`src/rtl/cnn_pkg.sv`:
```
// Shared dimensions for the binary CNN pipeline and the pixel-role
// classification used by the 2x2 max-pool stage.
package cnn_pkg;

    localparam int unsigned CONV1_OUT_W = 26;
    localparam int unsigned CONV1_OUT_H = 26;
    localparam int unsigned CONV1_CH    = 8;
    localparam int unsigned POOL1_OUT_W = CONV1_OUT_W / 2;
    localparam int unsigned POOL1_OUT_H = CONV1_OUT_H / 2;

    // What an accepted input pixel does inside its 2x2 pooling window.
    typedef enum logic [1:0] {
        PIX_HOLD     = 2'd0,  // left column: latch into the hold register
        PIX_TOP_PAIR = 2'd1,  // top-right: store top-pair OR into the line buffer
        PIX_BOT_PAIR = 2'd2,  // bottom-right: window complete, emit result
        PIX_SKIP     = 2'd3   // trailing odd row/column, never pooled
    } pix_role_e;

    function automatic int unsigned idx_width(input int unsigned n);
        return (n > 1) ? $clog2(n) : 1;
    endfunction

endpackage

```
`src/rtl/pool_line_buf.sv`:
```
// One pooled row of top-pair ORs: synchronous write, combinational read,
// shared address. Contents are not reset; every entry is written before use.
module pool_line_buf
    import cnn_pkg::*;
#(
    parameter int unsigned DEPTH = POOL1_OUT_W,
    parameter int unsigned CH    = CONV1_CH,
    parameter int unsigned AW    = idx_width(POOL1_OUT_W)
) (
    input  logic          clk,
    input  logic          wr_en_i,
    input  logic [AW-1:0] addr_i,
    input  logic [CH-1:0] wr_data_i,
    output logic [CH-1:0] rd_data_o
);

    logic [CH-1:0] mem_q [DEPTH];

    always_ff @(posedge clk) begin
        if (wr_en_i) begin
            mem_q[addr_i] <= wr_data_i;
        end
    end

    assign rd_data_o = mem_q[addr_i];

endmodule

```
`src/rtl/max_pool_layer_1.sv`:
```
// Binary 2x2 / stride-2 max pool (OR per window) over the conv1 raster stream,
// emitting one pooled position one cycle after each window's bottom-right pixel.
module max_pool_layer_1
    import cnn_pkg::*;
#(
    parameter int unsigned IN_W = CONV1_OUT_W,
    parameter int unsigned IN_H = CONV1_OUT_H,
    parameter int unsigned CH   = CONV1_CH
) (
    input  logic          clk,
    input  logic          rst,
    input  logic          valid_in,
    input  logic [CH-1:0] data_in,
    output logic [CH-1:0] pool1_out,
    output logic          valid_out_pool1,
    output logic          frame_done
);

    localparam int unsigned OUT_W = IN_W / 2;
    localparam int unsigned OUT_H = IN_H / 2;
    localparam int unsigned CW    = idx_width(IN_W);
    localparam int unsigned RW    = idx_width(IN_H);
    localparam int unsigned AW    = idx_width(OUT_W);

    localparam logic [CW-1:0] COL_LAST      = CW'(IN_W - 1);
    localparam logic [RW-1:0] ROW_LAST      = RW'(IN_H - 1);
    localparam logic [CW-1:0] COL_LAST_POOL = CW'(2 * OUT_W - 1);
    localparam logic [RW-1:0] ROW_LAST_POOL = RW'(2 * OUT_H - 1);

    logic [CW-1:0] col_q, col_d;
    logic [RW-1:0] row_q, row_d;
    logic [CH-1:0] h_q, h_d;
    logic [CH-1:0] pool_q, pool_d;
    logic          vld_q, vld_d;
    logic          fd_q, fd_d;

    pix_role_e     role;
    logic          lb_we;
    logic [AW-1:0] lb_addr;
    logic [CH-1:0] lb_wdata;
    logic [CH-1:0] lb_rdata;

    assign lb_addr  = AW'(col_q >> 1);
    assign lb_wdata = h_q | data_in;

    // Trailing odd row/column only exists beyond the last complete window.
    always_comb begin
        role = PIX_SKIP;
        if (!col_q[0]) begin
            role = PIX_HOLD;
        end else if (col_q <= COL_LAST_POOL && row_q <= ROW_LAST_POOL) begin
            role = row_q[0] ? PIX_BOT_PAIR : PIX_TOP_PAIR;
        end
    end

    always_comb begin
        col_d  = col_q;
        row_d  = row_q;
        h_d    = h_q;
        pool_d = pool_q;
        vld_d  = 1'b0;
        fd_d   = 1'b0;
        lb_we  = 1'b0;
        if (valid_in) begin
            if (col_q == COL_LAST) begin
                col_d = '0;
                row_d = (row_q == ROW_LAST) ? '0 : row_q + 1'b1;
            end else begin
                col_d = col_q + 1'b1;
            end
            case (role)
                PIX_HOLD:     h_d = data_in;
                PIX_TOP_PAIR: lb_we = ~rst;
                PIX_BOT_PAIR: begin
                    pool_d = lb_rdata | h_q | data_in;
                    vld_d  = 1'b1;
                    fd_d   = (row_q == ROW_LAST_POOL) && (col_q == COL_LAST_POOL);
                end
                default: ;
            endcase
        end
    end

    always_ff @(posedge clk) begin
        if (rst) begin
            col_q  <= '0;
            row_q  <= '0;
            h_q    <= '0;
            pool_q <= '0;
            vld_q  <= 1'b0;
            fd_q   <= 1'b0;
        end else begin
            col_q  <= col_d;
            row_q  <= row_d;
            h_q    <= h_d;
            pool_q <= pool_d;
            vld_q  <= vld_d;
            fd_q   <= fd_d;
        end
    end

    pool_line_buf #(
        .DEPTH (OUT_W),
        .CH    (CH),
        .AW    (AW)
    ) u_line_buf (
        .clk       (clk),
        .wr_en_i   (lb_we),
        .addr_i    (lb_addr),
        .wr_data_i (lb_wdata),
        .rd_data_o (lb_rdata)
    );

    assign pool1_out       = pool_q;
    assign valid_out_pool1 = vld_q;
    assign frame_done      = fd_q;

endmodule

```
`config.mk`:
```
export PLATFORM = sky130hd
export DESIGN_NAME = max_pool_layer_1
export DESIGN_NICKNAME = d
export VERILOG_FILES = /design/src/rtl/cnn_pkg.sv /design/src/rtl/pool_line_buf.sv /design/src/rtl/max_pool_layer_1.sv
export SDC_FILE = /design/constraint.sdc
export NUM_CORES = 1
export LEC_CHECK = 0
export BUFFER_PORTS_ARGS = -buffer_cell sky130_fd_sc_hd__buf_2
export CORE_MARGIN = 5
export CORE_UTILIZATION = 60
export CTS_BUF_LIST = sky130_fd_sc_hd__clkbuf_2
export DETAILED_ROUTE_END_ITERATION = 8
export GPL_ROUTABILITY_DRIVEN = 0
export GPL_TIMING_DRIVEN = 0
export PLACE_DENSITY = 0.78
export SYNTH_ARGS = -nofsm -noshare
export SYNTH_HDL_FRONTEND = slang
export SYNTH_SLANG_ARGS = --single-unit
```
`constraint.sdc`:
```
create_clock -name clk -period 7.29 [get_ports clk]
set_clock_uncertainty 0.15 [all_clocks]
set_input_delay 1.0935 -clock clk [delete_from_list [all_inputs] [get_ports clk]]
set_output_delay 1.0935 -clock clk [all_outputs]
set_load 0.03 [all_outputs]
```
==> results of run 1 <==
==> cells by family (layout without fill, tap and decap cells) <==
family | Yosys count | after routing | synth area share (%)
buf+inv | 26 | 83 | 2.727
simple gates | 100 | 100 | 9.257
flops | 136 | 136 | 68.93
xor+xnor | 6 | 6 | 0.9624
fa+ha+maj | 4 | 4 | 0.9166
mux | 40 | 40 | 9.166
compound gates | 59 | 59 | 8.043
==> flip-flops by register name, indices dropped and copies added, names as in the netlist, named ones only <==
name / flops
pool1_out: 8
h_q: 8
u_line_buf.mem_q: 104
valid_out_pool1: 1
row_q: 5
frame_done: 1
col_q: 5
==> layer usage <==
layer	GRT usage [%]	vias up	wire, microns
li1	-	1503	-
met1	30.14	1618	4732
met2	33.33	131	5409
met3	4.401	15	774
met4	5.623	0	125
met5	0	-	0
==> power by group through the flow <==
stage | Sequential (mW) | Clock (mW) | Combinational, mW
after global placement | 0.862 | 0 | 0.0550
after floorplan | 0.861 | 0 | 0.0363
after CTS | 0.846 | 0.426 | 0.0591
after global routing | 0.847 | 0.459 | 0.0647
after detailed placement | 0.863 | 0 | 0.0590
final | 0.846 | 0.420 | 0.0595
==> worst reg2reg max path, stage by stage, from the launching register on <==
cell and delay [ns]:
dfxtp_1 0.41, inv_1 0.12, ha_1 0.16, nand2b_1 0.12, a2111oi_4 0.41, nand2_4 0.17, nor3_1 1.04
==> path summary, 6_finish.rpt <==
path,to,cells after the start
max,u_line_buf.mem_q[6][1],6
min reg2reg,h_q[4],2
max reg2reg,u_line_buf.mem_q[6][1],6
min,h_q[4],2
==> final cells by class <==
class	count	area [sq um]
repair buffers	25	137.6
clock inverters	14	132.6
flip-flops and latches	136	3764
plain buffers	21	130.1
well taps	108	135.1
fillers	612	2813
multi-input cells	209	1585
inverters	5	18.77
clock buffers	18	90.09
==> layout by cell type (no fill, tap or decap), types with 8 or more instances in the layout <==
cell,netlist,final
mux2i_1,32,32
nor2_1,29,29
nand2_1,26,26
mux4_2,8,8
buf_2,4,24
buf_4,3,8
clkbuf_1,9,9
a21oi_1,19,19
or2_2,9,9
clkbuf_2,1,19
a221oi_1,8,8
dfxtp_1,32,32
edfxtp_1,104,104
==> flow_metrics.py, run 1 <==
metrics = {
    "status": {
        "run_status": "completed",
    },
    "cts": {
        "cts_hold_buffers": 0,
        "cts_repair_resize_count": 0,
        "postCtsSetupRepairBufs": 0,
        "path_clk_slew_ns": 0.19,
        "clock_sinks": 136,
        "clock_insertion_delay_worst_skew_ns": 0.65,
        "max-clock-path-buffers": 2,
        "ctsHtreeMaxLevel": 4,
        "tritoncts.num_buffers": 17,
        "clock_tree_root_driver_cell": "clkbuf_2",
        "tritoncts_clock_tree": "built",
    },
    "die": {
        "die_y_microns": 105.4,
        "initial_core_util_pct": 62.01,
        "design.die.area_sq_um": 11110,
        "ioPinCount": 21,
        "placement_rows": 34,
        "die_x_microns": 105.4,
        "core_region_area_sq_um": 8806,
    },
    "layout": {
        "drive_above_1_share_pct": 22.66,
        "antenna_cells": 0,
        "syn2layout_area_growth_pct": 9.762,
        "finish.cell_count_without_fillers": 536,
        "final_cell_area_sq_um": 5993,
        "design.final.nets": 430,
        "finalCoreUtilization_pct": 68.06,
    },
    "global_route": {
        "global_route.overflow_total": 0,
        "grt_pass1_wl_mm": 17.67,
        "grt_start_max_net_pins": 17,
        "via_count_of_the_first_global_routing_pass": 3235,
        "grt_antenna_before_repair": 0,
        "total_routing_usage_gr_pct": 21.10,
    },
    "yosys": {
        "asyncSetResetFlopFracSynth_pct": 0,
        "synth_commonest_cells": "edfxtp_1 (104), dfxtp_1 (32), mux2i_1 (32), nor2_1 (29), nand2_1 (26)",
        "synth_area_per_inst_sq_um": 14.72,
        "syn-instance-count": 371,
        "synth_nets": 386,
        "synthTopCellsByArea": "edfxtp_1 (57%), dfxtp_1 (12%), mux2i_1 (5.9%)",
        "synth.lib_cells_used.distinct": 46,
        "post-synth-top-count-cell": "edfxtp_1",
        "yosysWarningCount": 0,
        "ys_dominant_reg_cell": "edfxtp_1",
        "syn-cell-area_sq_um": 5460,
        "synth_top_area_share_pct": 57.20,
        "synth-edff-count": 104,
        "netlist.top_cell.by_area": "edfxtp_1",
        "synth_seq_area_share_pct": 68.93,
        "yosys_register_bits": 136,
    },
    "pwr": {
        "power.share.sequential_pct": 63.8,
        "power_report.internal_total_mw": 1.014,
        "p_sw_share_pct": 23.48,
        "clock_share_of_power_pct": 31.7,
        "p_per_area_nw_per_um2": 221.1,
        "power.leakage_nw": 1.926,
        "peakVddDrop_v": 0.0001780,
        "p_switching_uw": 311.1,
        "totalPowerFinal_mw": 1.325,
        "share_comb_of_total_power_pct": 4.5,
    },
    "route": {
        "drt_wl_total_mm": 11.04,
        "detail-route-antenna-nets": 0,
        "remaining_drc_errors": 0,
        "viasPerCell": 6.095,
        "drt_pass1_iterations": 5,
        "vias": 3267,
        "routedWlPerCell_microns": 20.60,
        "drt-initial-drc-count": 250,
    },
    "worst_hold_path": {
        "min-delay-start": "h_q[4]",
        "min-delay-path-class": "flop to flop",
    },
    "timing": {
        "rsz0062_at_grt": "false",
        "period_utilisation_layout_pct": 40.41,
        "postLayoutSetupSlackWorst_ns": 4.344,
        "maxSlewHeadroom_pct": 14.73,
        "sum_of_negative_setup_slack_ns": 0,
        "hold_slack_ns": 0.3141,
        "tightestPinTransition_ns": 1.269,
        "fmax_mhz": 339.4,
        "period_minus_slack_ns": 2.946,
        "maxSlewViolCount": 0,
        "timing_hold_violations_final": 0,
        "finalSetupViolations": 0,
    },
    "placed_design": {
        "pre_cts_ws_ns": 3.722,
        "io_buffers": 20,
        "post_place_cell_area_sq_um": 5764,
        "dpl.cell_count": 504,
        "hpwl_after_detailed_placement_mm": 7.357,
    },
    "critical_path": {
        "crit_type": "flop to flop",
        "critPathBufInv": 1,
        "slowest_stage": "nor3_1",
        "regToRegSetupSlack_ns": 4.34,
        "timing.critical_path.cells": "inv_1, ha_1, nand2b_1, a2111oi_4, nand2_4, nor3_1",
        "crit_path_start": "col_q[1]",
        "worstReg2RegStart": "col_q[1]",
        "cp-start-kind": "flop",
        "timing.critical_path.arrival_ns": 3.06,
        "critical_path.endpoint_type": "flop",
        "path_max_fanout": 9,
        "timing.critical_path.slowest_cell_delay_ns": 1.03,
        "cp.required_ns": 7.41,
        "crit_family": "simple AND/OR/NAND/NOR gates",
    },
    "flow_run": {
        "drv.max_cap_violation_count": 0,
    },
}
Note: power is estimated with default switching activity, not from simulation.
==> run 2: changes to the inputs <==
CORE_UTILIZATION = 57   (was 60)
PLACE_DENSITY = 0.77   (was 0.78)
clock period = 2.6 ns   (was 7.29 ns; I/O delays follow)
==> run 2 against run 1 <==
  * Die area up 4.8%
  * Non-clock buffer count up 11
  * The flow now finishes with violations (negative setup slack)
  * Largest cell class unchanged
  * Sequential power rose to 2.8 times the previous value
  * Final cell count up 6.0%
  * Sequential share of layout area down 2.4 points
==> flow_metrics.py, run 2 (synthesis results as in run 1) <==
metrics = {
    "pwr": {
        "power.share.sequential_pct": 61.8,
        "power.leakage_nw": 2.005,
        "p_sw_share_pct": 22.79,
        "power_report.internal_total_mw": 2.964,
        "p_per_area_nw_per_um2": 615.7,
        "clock_share_of_power_pct": 33.6,
        "p_switching_uw": 874.9,
        "peakVddDrop_v": 0.0002994,
        "totalPowerFinal_mw": 3.838,
        "share_comb_of_total_power_pct": 4.7,
    },
    "placed_design": {
        "pre_cts_ws_ns": -0.4130,
        "io_buffers": 20,
        "dpl.cell_count": 524,
        "post_place_cell_area_sq_um": 5789,
        "hpwl_after_detailed_placement_mm": 7.113,
    },
    "cts": {
        "clock_insertion_delay_worst_skew_ns": 0.66,
        "tritoncts_clock_tree": "built",
        "clock_sinks": 136,
        "tritoncts.num_buffers": 17,
        "clock_tree_root_driver_cell": "clkbuf_2",
        "path_clk_slew_ns": 0.20,
        "ctsHtreeMaxLevel": 4,
        "max-clock-path-buffers": 2,
    },
    "layout": {
        "drive_above_1_share_pct": 24.37,
        "finalCoreUtilization_pct": 67.16,
        "fillers": 688,
        "largest_register_ffs": 104,
        "antenna_cells": 0,
        "final_cell_mix": "edfxtp_1 (104), mux2i_1 (32), dfxtp_1 (32)",
        "final_cell_area_sq_um": 6235,
        "mostFrequentLayoutCell": "edfxtp_1",
        "layout.area.seq_sq_um": 3764,
        "finish.cell_count_without_fillers": 568,
        "registers.top_by_ff_count": "u_line_buf.mem_q",
        "syn2layout_area_growth_pct": 14.18,
        "multiInputGateArea_sq_um": 1653,
        "design.final.nets": 441,
    },
    "critical_path": {
        "timing.critical_path.slowest_cell_delay_ns": 0.55,
        "timing.critical_path.arrival_ns": 2.80,
        "timing.critical_path.cells": "ha_1, nand2b_1, a2111oi_4, nand4_1, nor2_2",
        "cp.required_ns": 2.75,
        "critical_path.endpoint_type": "flop",
        "cp-start-kind": "flop",
        "worstReg2RegStart": "col_q[0]",
        "crit_path_start": "col_q[0]",
        "critPathBufInv": 0,
        "crit_type": "flop to flop",
        "crit_family": "simple AND/OR/NAND/NOR gates",
        "path_max_fanout": 8,
        "slowest_stage": "nor2_2",
    },
    "timing": {
        "period_utilisation_layout_pct": 101.9,
        "timing_hold_violations_final": 0,
        "period_minus_slack_ns": 2.649,
        "maxSlewViolCount": 0,
        "rsz0062_at_grt": "true",
        "maxSlewHeadroom_pct": 44.16,
        "sum_of_negative_setup_slack_ns": -0.4338,
        "finalSetupViolations": 20,
        "tightestPinTransition_ns": 0.8377,
        "postLayoutSetupSlackWorst_ns": -0.04860,
        "fmax_mhz": 377.6,
        "hold_slack_ns": 0.1520,
    },
    "global_route": {
        "via_count_of_the_first_global_routing_pass": 3264,
        "grt_pass1_wl_mm": 17.61,
        "global_route.overflow_total": 0,
        "grt_antenna_before_repair": 0,
        "grt_start_max_net_pins": 17,
        "total_routing_usage_gr_pct": 20.46,
    },
    "die": {
        "initial_core_util_pct": 58.81,
        "die_x_microns": 107.9,
        "ioPinCount": 21,
        "core_region_area_sq_um": 9284,
        "design.die.area_sq_um": 11640,
        "placement_rows": 35,
        "die_y_microns": 107.9,
    },
    "flow_run": {
        "drv.max_cap_violation_count": 0,
    },
    "status": {
        "violations": "negative setup slack",
        "run_status": "finished with violations",
    },
    "route": {
        "detail-route-antenna-nets": 0,
        "remaining_drc_errors": 0,
        "drt_wl_total_mm": 11.00,
        "drt-initial-drc-count": 247,
        "vias": 3258,
        "routedWlPerCell_microns": 19.37,
        "drt_pass1_iterations": 4,
        "viasPerCell": 5.736,
    },
    "worst_hold_path": {
        "min-delay-start": "valid_in",
        "min-delay-path-class": "input port to flop",
    },
}
-- run 2: cell types whose count changed in the layout (fill, tap and decap cells not counted), moves of 2 or more --
| cell | change |
|---|---|
| nor2_1 | -4 |
| nor3_4 | +2 |
| nor4_4 | +4 |
| nor4_2 | -4 |
| clkinv_2 | -2 |
| clkinv_1 | -2 |
| nor2_2 | +4 |
| nor3_1 | -2 |
| clkbuf_2 | +2 |
| dlygate4sd3_1 | +9 |
-- run 2: tightest hold or removal path: stages --
cell     delay (ns)
buf_2          0.11
nand2_1        0.14
a21oi_2        0.13
nand2_1        0.12
nor2_1         0.05
-- run 2: worst paths after layout --
path	to	slack, ns	cells after the start
max	u_line_buf.mem_q[3][2]	-0.05	5
min	valid_out_pool1	0.15	5
max reg2reg	u_line_buf.mem_q[3][2]	-0.05	5
min reg2reg	h_q[7]	0.31	2
-- run 2: routing by layer --
layer | global-route usage, % | vias up | wire length [microns]
met5 | 0 | - | 0
met4 | 6.132 | 0 | 144
met3 | 5.039 | 11 | 545
met2 | 32.37 | 115 | 5326
met1 | 28.20 | 1602 | 4984
li1 | - | 1530 | -
-- run 2: power by group through the flow --
stage                     registers, mW  clock network (mW)  logic, mW
final                              2.37                1.29      0.179
after detailed placement           2.42                   0      0.162
after CTS                          2.37                1.30      0.175
after global placement             2.42                   0      0.153
after global routing               2.37                1.43      0.197
after floorplan                    2.42                   0      0.102
-- run 2: what timing repair did --
| action | 4_1_cts | 5_1_grt |
|---|---|---|
| resized for setup | 5 | 7 |
| setup buffers | 0 | 3 |
| hold endpoints to repair | 15 | 0 |
| setup endpoints to repair | 68 | 67 |
| pin swaps | 0 | 3 |
| hold buffers | 9 | 0 |
-- run 2: layout make-up --
| type | instances | share of cell area, % |
|---|---|---|
| flip-flops and latches | 136 | 60.37 |
| multi-input cells | 209 | 26.51 |
| repair buffers | 36 | 4.094 |
| well taps | 129 | 2.589 |
| clock inverters | 12 | 2.448 |
| plain buffers | 21 | 2.087 |
| clock buffers | 20 | 1.605 |
| inverters | 5 | 0.3010 |
==> run 3: changes to the inputs <==
CELL_PAD_IN_SITES_DETAIL_PLACEMENT = 1   (was default)
CELL_PAD_IN_SITES_GLOBAL_PLACEMENT = 1   (was default)
CORE_UTILIZATION = 49   (was 57)
PLACE_DENSITY = default   (was 0.77)
PLACE_DENSITY_LB_ADDON = 0.1   (was default)
==> run 3 against run 2 <==
  * The flow now finishes without violations
  * Fmax up 6.0%
  * Core utilization down 9.1 points
  * Non-clock buffer count up 7
  * Design area up 1.4%
  * Hold slack worse by 0.026 ns
  * Flip-flop and latch count unchanged
  * First-iteration DRC count down 24%
  * Sequential power about the same
  * Count of clock-buffer cells in the layout unchanged
  * Clock power down 11%
  * Die area up 15%
  * Critical path type unchanged
  * Largest power group unchanged
  * Highest routed layer unchanged
==> flow_metrics.py, run 3 (synthesis results as in run 1) <==
metrics = {
    "status": {
        "run_status": "completed",
    },
    "timing": {
        "timing_hold_violations_final": 0,
        "period_minus_slack_ns": 2.498,
        "tightestPinTransition_ns": 0.7048,
        "maxSlewHeadroom_pct": 51.80,
        "maxSlewViolCount": 0,
        "hold_slack_ns": 0.1258,
        "rsz0062_at_grt": "true",
        "period_utilisation_layout_pct": 96.09,
        "finalSetupViolations": 0,
        "fmax_mhz": 400.3,
    },
    "cts": {
        "clock_insertion_delay_worst_skew_ns": 0.69,
        "path_clk_slew_ns": 0.19,
        "clock_sinks": 136,
        "tritoncts_clock_tree": "built",
        "clock_tree_root_driver_cell": "clkbuf_2",
        "tritoncts.num_buffers": 17,
        "max-clock-path-buffers": 2,
        "ctsHtreeMaxLevel": 4,
    },
    "die": {
        "die_x_microns": 115.6,
        "die_y_microns": 115.6,
        "placement_rows": 38,
        "initial_core_util_pct": 50.15,
        "design.die.area_sq_um": 13350,
        "core_region_area_sq_um": 10890,
        "ioPinCount": 21,
    },
    "placed_design": {
        "dpl.cell_count": 536,
        "hpwl_after_detailed_placement_mm": 8.233,
        "io_buffers": 20,
        "post_place_cell_area_sq_um": 5811,
    },
    "layout": {
        "mostFrequentLayoutCell": "edfxtp_1",
        "finalCoreUtilization_pct": 58.06,
        "final_cell_mix": "edfxtp_1 (104), mux2i_1 (32), dfxtp_1 (30)",
        "design.final.nets": 449,
        "final_cell_area_sq_um": 6321,
        "antenna_cells": 0,
        "registers.top_by_ff_count": "u_line_buf.mem_q",
        "syn2layout_area_growth_pct": 15.77,
        "finish.cell_count_without_fillers": 587,
        "drive_above_1_share_pct": 25.95,
        "largest_register_ffs": 104,
    },
    "pwr": {
        "power.share.sequential_pct": 63.8,
        "clock_share_of_power_pct": 31.0,
        "share_comb_of_total_power_pct": 5.2,
        "p_sw_share_pct": 23.23,
        "power.leakage_nw": 2.027,
        "peakVddDrop_v": 0.0002427,
        "p_switching_uw": 863.4,
        "power_report.internal_total_mw": 2.853,
        "totalPowerFinal_mw": 3.717,
        "p_per_area_nw_per_um2": 588.0,
    },
    "global_route": {
        "grt_antenna_before_repair": 0,
        "global_route.overflow_total": 0,
        "total_routing_usage_gr_pct": 20.23,
        "via_count_of_the_first_global_routing_pass": 3424,
        "grt_start_max_net_pins": 17,
        "grt_pass1_wl_mm": 19.55,
    },
    "critical_path": {
        "critical_path.endpoint_type": "flop",
        "path_max_fanout": 7,
        "critical-path-top-cell-by-count": "buf_4",
        "cp.required_ns": 2.85,
        "timing.critical_path.arrival_ns": 2.75,
        "crit_type": "flop to flop",
        "crit_family": "simple AND/OR/NAND/NOR gates",
        "timing.critical_path.slowest_cell_delay_ns": 0.40,
        "critPathBufInv": 3,
        "slowest_stage": "dfxtp_2",
        "cp-start-kind": "flop",
        "timing.critical_path.cells": "inv_1, ha_1, nand2b_1, a2111oi_4, buf_4, nand2_4, nor4_2, buf_4",
    },
    "route": {
        "drt_wl_total_mm": 12.59,
        "drt_pass1_iterations": 4,
        "viasPerCell": 5.620,
        "routedWlPerCell_microns": 21.44,
        "vias": 3299,
        "drt-initial-drc-count": 188,
        "remaining_drc_errors": 0,
        "detail-route-antenna-nets": 0,
    },
    "worst_hold_path": {
        "min-delay-path-class": "input port to flop",
    },
    "flow_run": {
        "drv.max_cap_violation_count": 0,
    },
}
run 3: power by group through the flow:
| stage | combinational [mW] | sequential, mW | clock [mW] |
|---|---|---|---|
| 4_1_cts | 0.189 | 2.37 | 1.19 |
| 6_report | 0.192 | 2.37 | 1.15 |
| 5_1_grt | 0.209 | 2.38 | 1.30 |
| 3_5_place_dp | 0.172 | 2.42 | 0 |
| 2_1_floorplan | 0.102 | 2.42 | 0 |
| 3_3_place_gp | 0.161 | 2.42 | 0 |
run 3: path summary, 6_finish.rpt:
path                  from                     end  slack [ns]  depth (start not counted)
hold / removal    valid_in         valid_out_pool1        0.13                          5
setup / recovery  col_q[1]  u_line_buf.mem_q[1][7]        0.10                          8
setup reg to reg  col_q[1]  u_line_buf.mem_q[1][7]        0.10                          8
hold reg to reg     h_q[3]                  h_q[3]        0.31                          2
run 3: worst reg2reg max path: stages (launching register included):
cell	delay, ns
dfxtp_2	0.40
inv_1	0.10
ha_1	0.18
nand2b_1	0.12
a2111oi_4	0.35
buf_4	0.19
nand2_4	0.11
nor4_2	0.36
buf_4	0.26
run 3: routing by layer:
layer  vias up  GRT usage [%]  routed length, microns
met2        82          32.52                    6246
met5         -              0                       0
li1       1547              -                       -
met1      1651          26.66                    5371
met3        19          5.117                     716
met4         0          7.746                     254
run 3: repair_timing:
item,4_1_cts,5_1_grt
setup endpoints to repair,72,77
pin swaps,0,7
hold buffers,9,0
buffers inserted,0,9
gates cloned,0,1
resized for setup,12,13
endpoints found under the hold margin,15,0
run 3: stage by stage:
step	setup slack, ns	TNS (ns)
2_1_floorplan	-0.009478	-0.3027
3_3_place_gp	-0.8214	-39.74
3_5_place_dp	-0.4581	-11.38
4_1_cts	-0.07572	-0.8084
5_1_grt	-0.03476	-0.2112
6_report	0.1018	0
run 3: cell type report:
type,count,area [sq um]
multi-input combinational,210,1692
sequential,136,3766
clock buffer,20,100.1
fill,1057,4567
timing repair buffer,43,327.8
buffer,21,131.4
clock inverter,12,110.1
tap,140,175.2
inverter,5,18.77
